### config.mk
export PLATFORM = sky130hd
export DESIGN_NAME = mem_store_buffer
export DESIGN_NICKNAME = d
export VERILOG_FILES = /design/src/rtl/mem_pkg.sv /design/src/rtl/sb_fifo.sv /design/src/rtl/mem_store_buffer.sv
export SDC_FILE = /design/constraint.sdc
export NUM_CORES = 1
export LEC_CHECK = 0
export CORE_AREA = 2 2 200 202
export CTS_CLUSTER_DIAMETER = 150
export DETAILED_ROUTE_END_ITERATION = 8
export DIE_AREA = 0 0 202 204
export GPL_ROUTABILITY_DRIVEN = 0
export PLACE_DENSITY = 0.73
export SLEW_MARGIN = 20
export SYNTH_ARGS = -nofsm -noshare
export SYNTH_HDL_FRONTEND = slang
export SYNTH_SLANG_ARGS = --single-unit
export TNS_END_PERCENT = 30
### constraint.sdc
create_clock -name CLK -period 5.4 [get_ports CLK]
set_input_delay 1.08 -clock CLK [delete_from_list [all_inputs] [get_ports CLK]]
set_output_delay 1.08 -clock CLK [all_outputs]
set_load 0.05 [all_outputs]
### src/rtl/mem_pkg.sv
// -----------------------------------------------------------------------------
// mem_pkg
// Definitions shared by the store buffer and its FIFO:
//   - request size encodings (SZ_B / SZ_H / SZ_W; 2'b11 is reserved)
//   - default geometry (DEF_DEPTH entries, DEF_AW word-index bits)
//   - sb_entry_t, one buffered store: word index, byte enables, lane data
//   - lane_merge(), which overlays enabled byte lanes onto a base word
// -----------------------------------------------------------------------------
package mem_pkg;

  localparam logic [1:0] SZ_B = 2'b00;
  localparam logic [1:0] SZ_H = 2'b01;
  localparam logic [1:0] SZ_W = 2'b10;

  localparam int DEF_DEPTH = 4;
  localparam int DEF_AW    = 5;

  // The index field is wide enough for any word index of a 32-bit byte
  // address. Bits above AW are always zero, so comparing the whole field
  // is the same as comparing the low AW bits.
  localparam int IDX_W = 30;

  typedef struct packed {
    logic [IDX_W-1:0] idx;
    logic [3:0]       be;
    logic [31:0]      data;
  } sb_entry_t;

  localparam int ENTRY_W = $bits(sb_entry_t);

  // Replace each byte lane of base whose enable bit is set with the
  // matching lane of data.
  function automatic logic [31:0] lane_merge(input logic [31:0] base,
                                             input logic [3:0]  be,
                                             input logic [31:0] data);
    logic [31:0] res;
    res = base;
    for (int i = 0; i < 4; i++) begin
      if (be[i]) begin
        res[i*8 +: 8] = data[i*8 +: 8];
      end else begin
        res[i*8 +: 8] = base[i*8 +: 8];
      end
    end
    return res;
  endfunction

endpackage

### src/rtl/sb_fifo.sv
// -----------------------------------------------------------------------------
// sb_fifo
// Circular store-buffer storage. The pointers are one bit wider than the slot
// index so that a full buffer can be told apart from an empty one.
// Ports:
//   CLK, Resetn : clock and asynchronous active-low reset
//   push, din   : enqueue an entry at the tail (ignored when full)
//   pop         : drop the head entry (ignored when empty)
//   head        : the oldest entry
//   all_ord     : every slot, flattened; slot 0 is the oldest
//   all_vld     : occupancy mask matching all_ord
//   full, empty : occupancy flags
// -----------------------------------------------------------------------------
module sb_fifo
  import mem_pkg::*;
#(
  parameter int DEPTH = DEF_DEPTH
) (
  input  logic                       CLK,
  input  logic                       Resetn,
  input  logic                       push,
  input  logic                       pop,
  input  logic [ENTRY_W-1:0]         din,
  output logic [ENTRY_W-1:0]         head,
  output logic [DEPTH*ENTRY_W-1:0]   all_ord,
  output logic [DEPTH-1:0]           all_vld,
  output logic                       full,
  output logic                       empty
);

  localparam int PW = $clog2(DEPTH);

  logic [ENTRY_W-1:0] store_r [DEPTH];
  logic [PW:0]        wr_ptr_r;
  logic [PW:0]        rd_ptr_r;
  logic [PW:0]        occ_s;
  logic               do_push_s;
  logic               do_pop_s;
  logic [PW-1:0]      slot_s;

  assign occ_s     = wr_ptr_r - rd_ptr_r;
  assign empty     = (wr_ptr_r == rd_ptr_r);
  assign full      = (wr_ptr_r[PW] != rd_ptr_r[PW]) &&
                     (wr_ptr_r[PW-1:0] == rd_ptr_r[PW-1:0]);
  assign do_push_s = push & ~full;
  assign do_pop_s  = pop & ~empty;
  assign head      = store_r[rd_ptr_r[PW-1:0]];

  // Pointer update: the pointers wrap naturally, and the extra MSB records
  // which lap each pointer is on.
  always_ff @(posedge CLK or negedge Resetn) begin
    if (!Resetn) begin
      wr_ptr_r <= '0;
      rd_ptr_r <= '0;
    end else begin
      if (do_push_s) begin
        wr_ptr_r <= wr_ptr_r + 1'b1;
      end
      if (do_pop_s) begin
        rd_ptr_r <= rd_ptr_r + 1'b1;
      end
    end
  end

  // Entry storage: cleared on reset, so no stale store survives it.
  always_ff @(posedge CLK or negedge Resetn) begin
    if (!Resetn) begin
      for (int i = 0; i < DEPTH; i++) begin
        store_r[i] <= '0;
      end
    end else if (do_push_s) begin
      store_r[wr_ptr_r[PW-1:0]] <= din;
    end
  end

  // Present every slot oldest-first so that forwarding can overlay entries
  // in program order.
  always_comb begin
    all_ord = '0;
    all_vld = '0;
    slot_s  = '0;
    for (int i = 0; i < DEPTH; i++) begin
      slot_s = rd_ptr_r[PW-1:0] + PW'(i);
      all_ord[i*ENTRY_W +: ENTRY_W] = store_r[slot_s];
      all_vld[i] = ((PW+1)'(i) < occ_s);
    end
  end

endmodule

### src/rtl/mem_store_buffer.sv
// -----------------------------------------------------------------------------
// mem_store_buffer
// Posted-store buffer and load/store unit that sits in front of a word-wide
// data memory. Stores are queued and later drained to memory with a
// read-modify-write. Loads read memory, pick up any bytes still waiting in
// the buffer, and return an extended result one cycle later.
// Ports:
//   CLK, Resetn       : clock and asynchronous active-low reset
//   req_*             : pipeline request (valid, wr, addr, size, unsigned, wdata)
//   stall             : request not accepted this cycle (buffer full)
//   ld_valid, ld_data : registered load result
//   misalign          : registered flag for a rejected misaligned request
//   empty             : no stores pending
//   mem_RA, mem_WA    : memory read and write word addresses
//   mem_Di, mem_MemWr : merged write data and write enable
//   mem_Do            : asynchronous memory read data
// -----------------------------------------------------------------------------
module mem_store_buffer
  import mem_pkg::*;
#(
  parameter int DEPTH = DEF_DEPTH,
  parameter int AW    = DEF_AW
) (
  input  logic        CLK,
  input  logic        Resetn,
  input  logic        req_valid,
  input  logic        req_wr,
  input  logic [31:0] req_addr,
  input  logic [1:0]  req_size,
  input  logic        req_unsigned,
  input  logic [31:0] req_wdata,
  output logic        stall,
  output logic        ld_valid,
  output logic [31:0] ld_data,
  output logic        misalign,
  output logic        empty,
  output logic [31:0] mem_RA,
  output logic [31:0] mem_WA,
  output logic [31:0] mem_Di,
  output logic        mem_MemWr,
  input  logic [31:0] mem_Do
);

  logic [1:0]               off_s;
  logic [IDX_W-1:0]         req_idx_s;
  logic [31-(AW+2):0]       unused_addr_s;
  logic [3:0]               be_s;
  logic [31:0]              lane_data_s;
  logic                     mis_s;
  logic                     full_s;
  logic                     empty_s;
  logic                     acc_s;
  logic                     push_s;
  logic                     ld_acc_s;
  logic                     drain_s;
  sb_entry_t                new_ent_s;
  sb_entry_t                head_s;
  sb_entry_t                ent_s;
  logic [ENTRY_W-1:0]       head_bits_s;
  logic [DEPTH*ENTRY_W-1:0] all_ord_s;
  logic [DEPTH-1:0]         all_vld_s;
  logic [31:0]              fwd_word_s;
  logic [31:0]              shifted_s;
  logic [31:0]              ext_s;
  logic                     ld_valid_r;
  logic [31:0]              ld_data_r;
  logic                     misalign_r;

  assign off_s         = req_addr[1:0];
  assign req_idx_s     = {{(IDX_W-AW){1'b0}}, req_addr[AW+1:2]};
  assign unused_addr_s = req_addr[31:AW+2];

  // Decode size: byte enables, lane-replicated data and alignment check.
  // Replicating the data across lanes lets the byte enables alone pick the
  // right lanes, so no data shifter is needed.
  always_comb begin
    be_s        = 4'b0000;
    lane_data_s = 32'h0000_0000;
    mis_s       = 1'b0;
    case (req_size)
      SZ_B: begin
        be_s        = 4'b0001 << off_s;
        lane_data_s = {4{req_wdata[7:0]}};
      end
      SZ_H: begin
        be_s        = 4'b0011 << off_s;
        lane_data_s = {2{req_wdata[15:0]}};
        mis_s       = off_s[0];
      end
      SZ_W: begin
        be_s        = 4'b1111;
        lane_data_s = req_wdata;
        mis_s       = (off_s != 2'b00);
      end
      default: begin
        mis_s = 1'b1;
      end
    endcase
  end

  // Arbitration. While the buffer is full no load can be accepted, so the
  // drain always wins and the stalled request is accepted the next cycle.
  assign stall    = req_valid & full_s;
  assign acc_s    = req_valid & ~full_s & ~mis_s;
  assign push_s   = acc_s & req_wr;
  assign ld_acc_s = acc_s & ~req_wr;
  assign drain_s  = ~empty_s & (~ld_acc_s | full_s);
  assign empty    = empty_s;

  assign new_ent_s.idx  = req_idx_s;
  assign new_ent_s.be   = be_s;
  assign new_ent_s.data = lane_data_s;
  assign head_s         = head_bits_s;

  sb_fifo #(
    .DEPTH(DEPTH)
  ) u_fifo (
    .CLK    (CLK),
    .Resetn (Resetn),
    .push   (push_s),
    .pop    (drain_s),
    .din    (new_ent_s),
    .head   (head_bits_s),
    .all_ord(all_ord_s),
    .all_vld(all_vld_s),
    .full   (full_s),
    .empty  (empty_s)
  );

  // Store-to-load forwarding: overlay every pending store to the same word,
  // oldest first, so the youngest store wins on each byte.
  always_comb begin
    fwd_word_s = mem_Do;
    ent_s      = '0;
    for (int i = 0; i < DEPTH; i++) begin
      ent_s = all_ord_s[i*ENTRY_W +: ENTRY_W];
      if (all_vld_s[i] && (ent_s.idx == req_idx_s)) begin
        fwd_word_s = lane_merge(fwd_word_s, ent_s.be, ent_s.data);
      end else begin
        fwd_word_s = fwd_word_s;
      end
    end
  end

  // Move the addressed lanes down to bit 0, then zero- or sign-extend them.
  always_comb begin
    shifted_s = fwd_word_s >> {off_s, 3'b000};
    ext_s     = 32'h0000_0000;
    case (req_size)
      SZ_B: ext_s = req_unsigned ? {24'h00_0000, shifted_s[7:0]}
                                 : {{24{shifted_s[7]}}, shifted_s[7:0]};
      SZ_H: ext_s = req_unsigned ? {16'h0000, shifted_s[15:0]}
                                 : {{16{shifted_s[15]}}, shifted_s[15:0]};
      SZ_W: ext_s = shifted_s;
      default: ext_s = 32'h0000_0000;
    endcase
  end

  // Memory port steering: the read port serves the drain or the load. The
  // read address is held at zero during reset even if a request is present.
  always_comb begin
    mem_RA    = 32'h0000_0000;
    mem_WA    = 32'h0000_0000;
    mem_Di    = 32'h0000_0000;
    mem_MemWr = 1'b0;
    if (drain_s) begin
      mem_RA    = {2'b00, head_s.idx};
      mem_WA    = {2'b00, head_s.idx};
      mem_Di    = lane_merge(mem_Do, head_s.be, head_s.data);
      mem_MemWr = 1'b1;
    end else if (ld_acc_s && Resetn) begin
      mem_RA = {2'b00, req_idx_s};
    end else begin
      mem_RA = 32'h0000_0000;
    end
  end

  // Registered load result and misalignment flag. A request held by a
  // stall is not flagged, because it will be presented again.
  always_ff @(posedge CLK or negedge Resetn) begin
    if (!Resetn) begin
      ld_valid_r <= 1'b0;
      ld_data_r  <= 32'h0000_0000;
      misalign_r <= 1'b0;
    end else begin
      ld_valid_r <= ld_acc_s;
      misalign_r <= req_valid & ~full_s & mis_s;
      if (ld_acc_s) begin
        ld_data_r <= ext_s;
      end else begin
        ld_data_r <= ld_data_r;
      end
    end
  end

  assign ld_valid = ld_valid_r;
  assign ld_data  = ld_data_r;
  assign misalign = misalign_r;

endmodule

Word-level counts from Yosys, hierarchy flattened
Cells that the tools add are included.
{"block": "totals", "ff_bits": 304, "in_bits": 103, "output_inout_bits": 133, "wordCells": 112}
{"block": "op_classes", "add_sub_neg": 6, "order_cmp": 10, "n_eq_ne": 9, "shift": 3, "mux": 46, "bitwise": 20, "reduce_logical": 9}
{"operator": "2-to-1 mux 66 bit", "count": 9}
{"operator": "binary-select mux 66 bit (select 2 bit)", "count": 4}
{"operator": "bitwise mux 264 bit", "count": 1}
{"operator": "2-to-1 mux 32 bit", "count": 7}
{"operator": "case mux 32 bit (3 select lines)", "count": 2}
{"operator": "demux 66 bit (select 2 bit)", "count": 1}
{"operator": "2-to-1 mux 8 bit", "count": 16}
{"operator": "== test 30 x 5 -> 1 bit", "count": 4}
{"operator": "2-to-1 mux 30 bit", "count": 2}
{"operator": "right shift 32 x 5 -> 32 bit", "count": 1}
{"operator": ">= comparator 3 bit (second input constant)", "count": 5}
{"operator": "inverter 2 -> 3 bit", "count": 5}
{"operator": "case mux 4 bit (3 select lines)", "count": 1}
{"operator": "bitwise AND 1 bit", "count": 9}
{"operator": "logical AND 1 bit", "count": 7}
{"operator": "adder 3 x 1 -> 3 bit (second input constant)", "count": 2}
{"operator": "< comparator 1 x 3 -> 1 bit (first input constant)", "count": 2}
{"operator": "< comparator 2 x 3 -> 1 bit (first input constant)", "count": 2}
{"operator": "2-to-1 mux 5 bit", "count": 1}
{"operator": "inverter 1 bit", "count": 5}
{"operator": "adder 2 bit (second input constant)", "count": 2}
{"operator": "left shift 1 x 2 -> 4 bit (first input constant)", "count": 1}
{"operator": "left shift 2 x 2 -> 4 bit (first input constant)", "count": 1}
{"operator": "== test 3 bit", "count": 1}
{"operator": "12 further kinds", "count": 12}

Logic depth before layout (Yosys ltp)
{"block": "logic_depth", "depth_word": 16, "mapped_depth": 17, "ltp_nobuf": 13}

By module
Synthesis repeated with hierarchy kept, for this count alone.
{"block": "unflattened", "cells_unflattened": 1738, "area_unflattened_um2": 22476.6}
{"mod": "sb_fifo", "n_inst": 1, "cells_each": 995, "area_each_um2": 17003.8, "seq_area_each_um2": 6756.5}
{"mod": "mem_store_buffer", "n_inst": 1, "cells_each": 743, "area_each_um2": 5472.7, "seq_area_each_um2": 850.8}

Worst setup path after synthesis
OpenSTA, ideal clock, no wires.
{"block": "synth_timing", "kind": "register to output", "startpoint": "register u_fifo.rd_ptr_r[1]", "endpoint": "output port mem_RA[0]", "arrival_time_ns": 4.475, "required_time_ns": 4.320, "path_slack_ns": -0.155, "stages_incl_launch_ff": 17, "path_buffers": 7, "path_cell_list": "dfrtp_1 buf_4 buf_4 buf_2 buf_2 buf_2 buf_1 inv_1 ha_1 nand3_1 and3_1 nand2b_1 clkbuf_1 o21ai_1 inv_1 and2_1 a31o_2"}
{"block": "synth_between", "elab_chain_cells": 10, "elab_cells_between_ends": 18, "classes_between": "eq/ne: 2; mux: 5; bitwise: 9; reduce/logical: 2"}
{"item": "from (decl)", "line": "sb_fifo.sv:35", "text": "logic [PW:0] rd_ptr_r;"}
{"item": "from (signal assigned)", "line": "sb_fifo.sv:60", "text": "rd_ptr_r <= rd_ptr_r + 1'b1;"}
{"item": "== test 2 bit", "line": "sb_fifo.sv:44", "text": "(wr_ptr_r[PW-1:0] == rd_ptr_r[PW-1:0]);"}
{"item": "logical AND 1 bit", "line": "sb_fifo.sv:43", "text": "assign full = (wr_ptr_r[PW] != rd_ptr_r[PW]) &&"}
{"item": "inverter 1 bit", "line": "mem_store_buffer.sv:104", "text": "assign acc_s = req_valid & ~full_s & ~mis_s;"}
{"item": "bitwise AND 1 bit (2 in a row)", "line": "mem_store_buffer.sv:104"}
{"item": "bitwise AND 1 bit", "line": "mem_store_buffer.sv:106", "text": "assign ld_acc_s = acc_s & ~req_wr;"}
{"item": "inverter 1 bit", "line": "mem_store_buffer.sv:107", "text": "assign drain_s = ~empty_s & (~ld_acc_s | full_s);"}
{"item": "bitwise OR 1 bit", "line": "mem_store_buffer.sv:107"}
{"item": "bitwise AND 1 bit", "line": "mem_store_buffer.sv:107"}
{"item": "2-to-1 mux 30 bit *", "line": "mem_store_buffer.sv:166", "text": "if (drain_s) begin"}
{"item": "to (decl)", "line": "mem_store_buffer.sv:37", "text": "output logic [31:0] mem_RA,"}
Mark *: on every way between the ends. The rest lies on a longest branch, timed or not. The select of a mux whose other input is x is not followed.

Worst setup path in the final report
{"block": "layout_timing", "startpoint": "register u_fifo.rd_ptr_r[0]", "endpoint": "output port mem_Di[7]"}
{"block": "layout_between", "elab_chain_cells": 10, "elab_cells_between_ends": 17, "classes_between": "eq/ne: 2; mux: 5; bitwise: 9; reduce/logical: 1"}
{"item": "== test 2 bit", "line": "sb_fifo.sv:44"}
{"item": "logical AND 1 bit", "line": "sb_fifo.sv:43"}
{"item": "inverter 1 bit", "line": "mem_store_buffer.sv:104"}
{"item": "bitwise AND 1 bit (2 in a row)", "line": "mem_store_buffer.sv:104"}
{"item": "bitwise AND 1 bit", "line": "mem_store_buffer.sv:106"}
{"item": "inverter 1 bit", "line": "mem_store_buffer.sv:107"}
{"item": "bitwise OR 1 bit", "line": "mem_store_buffer.sv:107"}
{"item": "bitwise AND 1 bit", "line": "mem_store_buffer.sv:107"}
{"item": "2-to-1 mux 32 bit *", "line": "mem_store_buffer.sv:166"}
{"item": "to (decl)", "line": "mem_store_buffer.sv:39", "text": "output logic [31:0] mem_Di,"}
Marked as above.

==> key figures <==
Outcome
  – Status: completed

Cells and area
  – Non-filler instance count after layout: 2145
  – Net count, final: 1714
  – Area added between synthesis and finish: 19.0%
  – Leading cell type in the layout, fill and taps excluded: sky130_fd_sc_hd__nand2_1
  – Area taken by multi-input logic gates: 0.00944 sq mm
  – Fraction of final layout cells sized beyond drive strength 1: 0.212
  – Register area: 0.00511 sq mm
  – Post-route cell area: 0.0183 sq mm
  – Filler instances: 3538
  – Ant. Diodes: 0
  – Most frequent cells in the layout: sky130_fd_sc_hd__nand2_1 (220), sky130_fd_sc_hd__dfrtp_1 (202), sky130_fd_sc_hd__o21ai_0 (177)

Critical path
  – Reg2Reg Launch Point: u_fifo.rd_ptr_r[1]
  – Register-to-register setup slack: 710 ps
  – CP Data Required Time: 4320 ps
  – Critical R2R Capture: ld_data[3]
  – Crit Path Category: flip-flop to output pin
  – Element type at the critical path end: output pin
  – WP data arrival: 3730 ps
  – R2R cell count: 11
  – Critical Path Fanout Max: 56
  – Worst Setup Start Kind: flip-flop

CTS
  – CTS tree: built
  – Clock buffer count from CTS: 24
  – Number of resized instances in the post-cts repair step: 0
  – Number of clock sinks: 204
  – H-tree levels: 1
  – Clock latency of the later-clocked register in the worst-skew pair: 540 ps
  – Post-CTS Setup Inserts: 0
  – Clock edge transition at the registers on the reported setup and hold paths: 60 ps
  – Maximum buffer depth of the clock tree: 3
  – # hold bufs at CTS: 0
  – Cell chosen for the clock root: sky130_fd_sc_hd__clkbuf_16

Die
  – Die X-Extent: 202 um
  – Floorplan die height: 204 um
  – Effective utilization at floorplan: 0.393
  – Std-Cell Core Area: 0.0392 sq mm
  – Io pins: 236
  – Number of placement rows: 73
  – Die area: 0.0412 sq mm

Logic synthesis
  – Share of synthesized registers carrying an async set or reset: 1.00
  – Main flop type after synthesis: sky130_fd_sc_hd__dfrtp_1
  – Register bit count reported by yosys: 204
  – Synthesized instance count: 1511
  – Post-synth EDFFs: 0
  – Area of the mapped netlist: 0.0154 sq mm
  – Post-synthesis average cell area: 10.2 sq um
  – Number of warnings printed during yosys synthesis: 0
  – Number of distinct library cells after synthesis: 76
  – Share of synthesized area occupied by flip-flops and latches: 0.332

Worst hold path
  – Classification of the worst-slack hold path: flip-flop to flip-flop
  – Hold wc startpoint: ld_data[7]
  – Depth of the worst hold-timing path: 2
  – Hold worst-path end: ld_data[7]

Power and ir drop
  – Switching fraction of total power: 0.468
  – Internal power: 7.54 mW
  – Power density over cell area: 774 mW/mm^2
  – Proportion of power drawn by flip-flops and latches: 0.215
  – Part of the power in combinational logic: 0.662
  – Share of total power in the clock network: 0.123
  – Leakage Power: 7.41 nW
  – Peak supply drop: 0.507 mV
  – Net Switching: 6.64 mW
  – Overall power consumption: 14.2 mW

Global route
  – First-pass GRT wire length: 74800 um
  – Total GRT Usage: 0.233
  – Vias in the first global route: 12657
  – Initial antenna violation count: 1
  – Congestion Overflow GR: 0
  – Largest net degree at the start of global routing: 80

Placement
  – Total placed cells including tap cells: 2102
  – Placed standard-cell area: 0.0175 sq mm
  – Placed wire-length estimate: 34700 um
  – Buffers on Ports: 156

Timing
  – Headroom to the max-slew limit: 0.391
  – Clk_skew: 14.8 ps
  – Final critical delay including setup and external delays: 4810 ps
  – Worst Hold Slack: 493 ps
  – Final Cycle Share: 0.891
  – Hold violation count in the final report: 0
  – Unrepaired setup endpoints after global routing: no
  – Final max-slew violation count: 0
  – Achievable clock frequency: 208 MHz
  – Final setup viols: 0
  – Sum of negative setup slack: 0 ps
  – Worst Max-Slew Pin Slew: 913 ps

Flow run
  – Max-cap violations: 0

Routing
  – Routed WL: 48500 um
  – Post-route DRC: 0
  – Vias per cell: 6.16
  – Number of violations reported at the end of detailed-routing iteration 0: 1330
  – Routed Antenna Nets: 0
  – Total via count after detailed routing: 13218
  – Average wire per cell in the routed design: 22.6 um
  – Length of the first detailed-routing pass in iterations: 7
## cells in the mapped netlist, drive strengths merged (4+ instances only)
| cell | number | area, sq um |
|---|---|---|
| xnor2 | 21 | 184 |
| mux4 | 158 | 3560 |
| buf | 112 | 790 |
| o22a | 10 | 87.6 |
| a2bb2oi | 4 | 41.3 |
| nor4b | 4 | 56.3 |
| nand4 | 13 | 81.3 |
| nor4 | 4 | 55.1 |
| and4 | 4 | 35.0 |
| a31o | 13 | 114 |
| mux2i | 62 | 621 |
| nor2 | 111 | 419 |
| o22ai | 4 | 25.0 |
| a211oi | 23 | 178 |
| o21bai | 5 | 37.5 |
| nor3 | 4 | 20.0 |
| nand3 | 23 | 115 |
| o2bb2ai | 5 | 43.8 |
| o21ai | 179 | 907 |
| inv | 12 | 45.0 |
| ha | 7 | 87.6 |
| and2 | 17 | 106 |
| or3 | 4 | 25.0 |
| and3 | 18 | 113 |
| nand2 | 224 | 841 |
| xor2 | 6 | 52.6 |
| nand2b | 18 | 113 |
| mux2 | 20 | 225 |
| nor2b | 19 | 119 |
| o31a | 13 | 114 |
| a21oi | 78 | 390 |
| clkbuf | 70 | 263 |
| dfrtp | 204 | 5100 |
## critical path: stages (launching register included)
cell and delay (ps):
sky130_fd_sc_hd__dfrtp_4 540, sky130_fd_sc_hd__buf_4 690, sky130_fd_sc_hd__buf_4 500, sky130_fd_sc_hd__mux4_2 740, sky130_fd_sc_hd__mux2i_1 350, sky130_fd_sc_hd__nor2_1 130, sky130_fd_sc_hd__buf_12 190
## worst max-delay path by stage
| stage | startpoint | end | slack, ps | cells after the start |
|---|---|---|---|---|
| finish | u_fifo.rd_ptr_r[0] | mem_Di[7] | 590 | 6 |
| global route | u_fifo.rd_ptr_r[0] | mem_Di[7] | 350 | 6 |
| CTS | u_fifo.rd_ptr_r[0] | mem_Di[7] | 520 | 6 |
| detailed placement | req_addr[4] | ld_data[26] | 630 | 11 |
| global placement | req_addr[4] | ld_data[26] | 680 | 11 |
| floorplan | u_fifo.rd_ptr_r[1] | mem_RA[0] | 170 | 16 |
## stage by stage
| step | util | setup slack (ps) |
|---|---|---|
| after global routing | 0.468 | 353 |
| after global placement | 0.446 | 680 |
| after detailed placement | 0.446 | 627 |
| after CTS | 0.468 | 523 |
| final | 0.468 | 588 |
| after floorplan | - | 173 |
## cell type report
class                      instances  area share
clock buffer                      33      0.0374
clock inverter                    10     0.00840
inverter                          12     0.00246
multi-input combinational       1166       0.515
sequential                       204       0.279
tap                              525      0.0358
timing repair buffer             195       0.122
## power groups by stage
stage | sequential, mW | combinational, mW | clock [mW]
after global routing | 3.15 | 9.89 | 1.82
after CTS | 3.01 | 9.35 | 1.75
after global placement | 2.93 | 9.16 | 0
final | 3.05 | 9.39 | 1.74
after floorplan | 3.18 | 6.25 | 0
after detailed placement | 3.04 | 9.31 | 0
## cells by family after synthesis
family                     synth area share
and+or+nand+nor                       0.141
AOI/OAI and AO/OA                     0.146
muxes                                 0.286
DFF                                   0.332
buffers and inverters                0.0713
xor gates and xnor gates             0.0168
adders and majority gates           0.00699
other                              0.000244
## registers in the layout, indices dropped and copies added (netlist names)
signal,cells
ld_data,32
misalign,1
ld_valid,1
u_fifo.rd_ptr_r,3
u_fifo.wr_ptr_r,3
u_fifo.store_r,164
## metal layers
layer	global-route usage	vias up	part of all wire
li1	-	5692	-
met1	0.324	6619	0.40
met2	0.362	787	0.46
met3	0.0486	120	0.10
met4	0.0840	0	0.037
met5	0	-	0
Power figures use the tool's default switching activity.
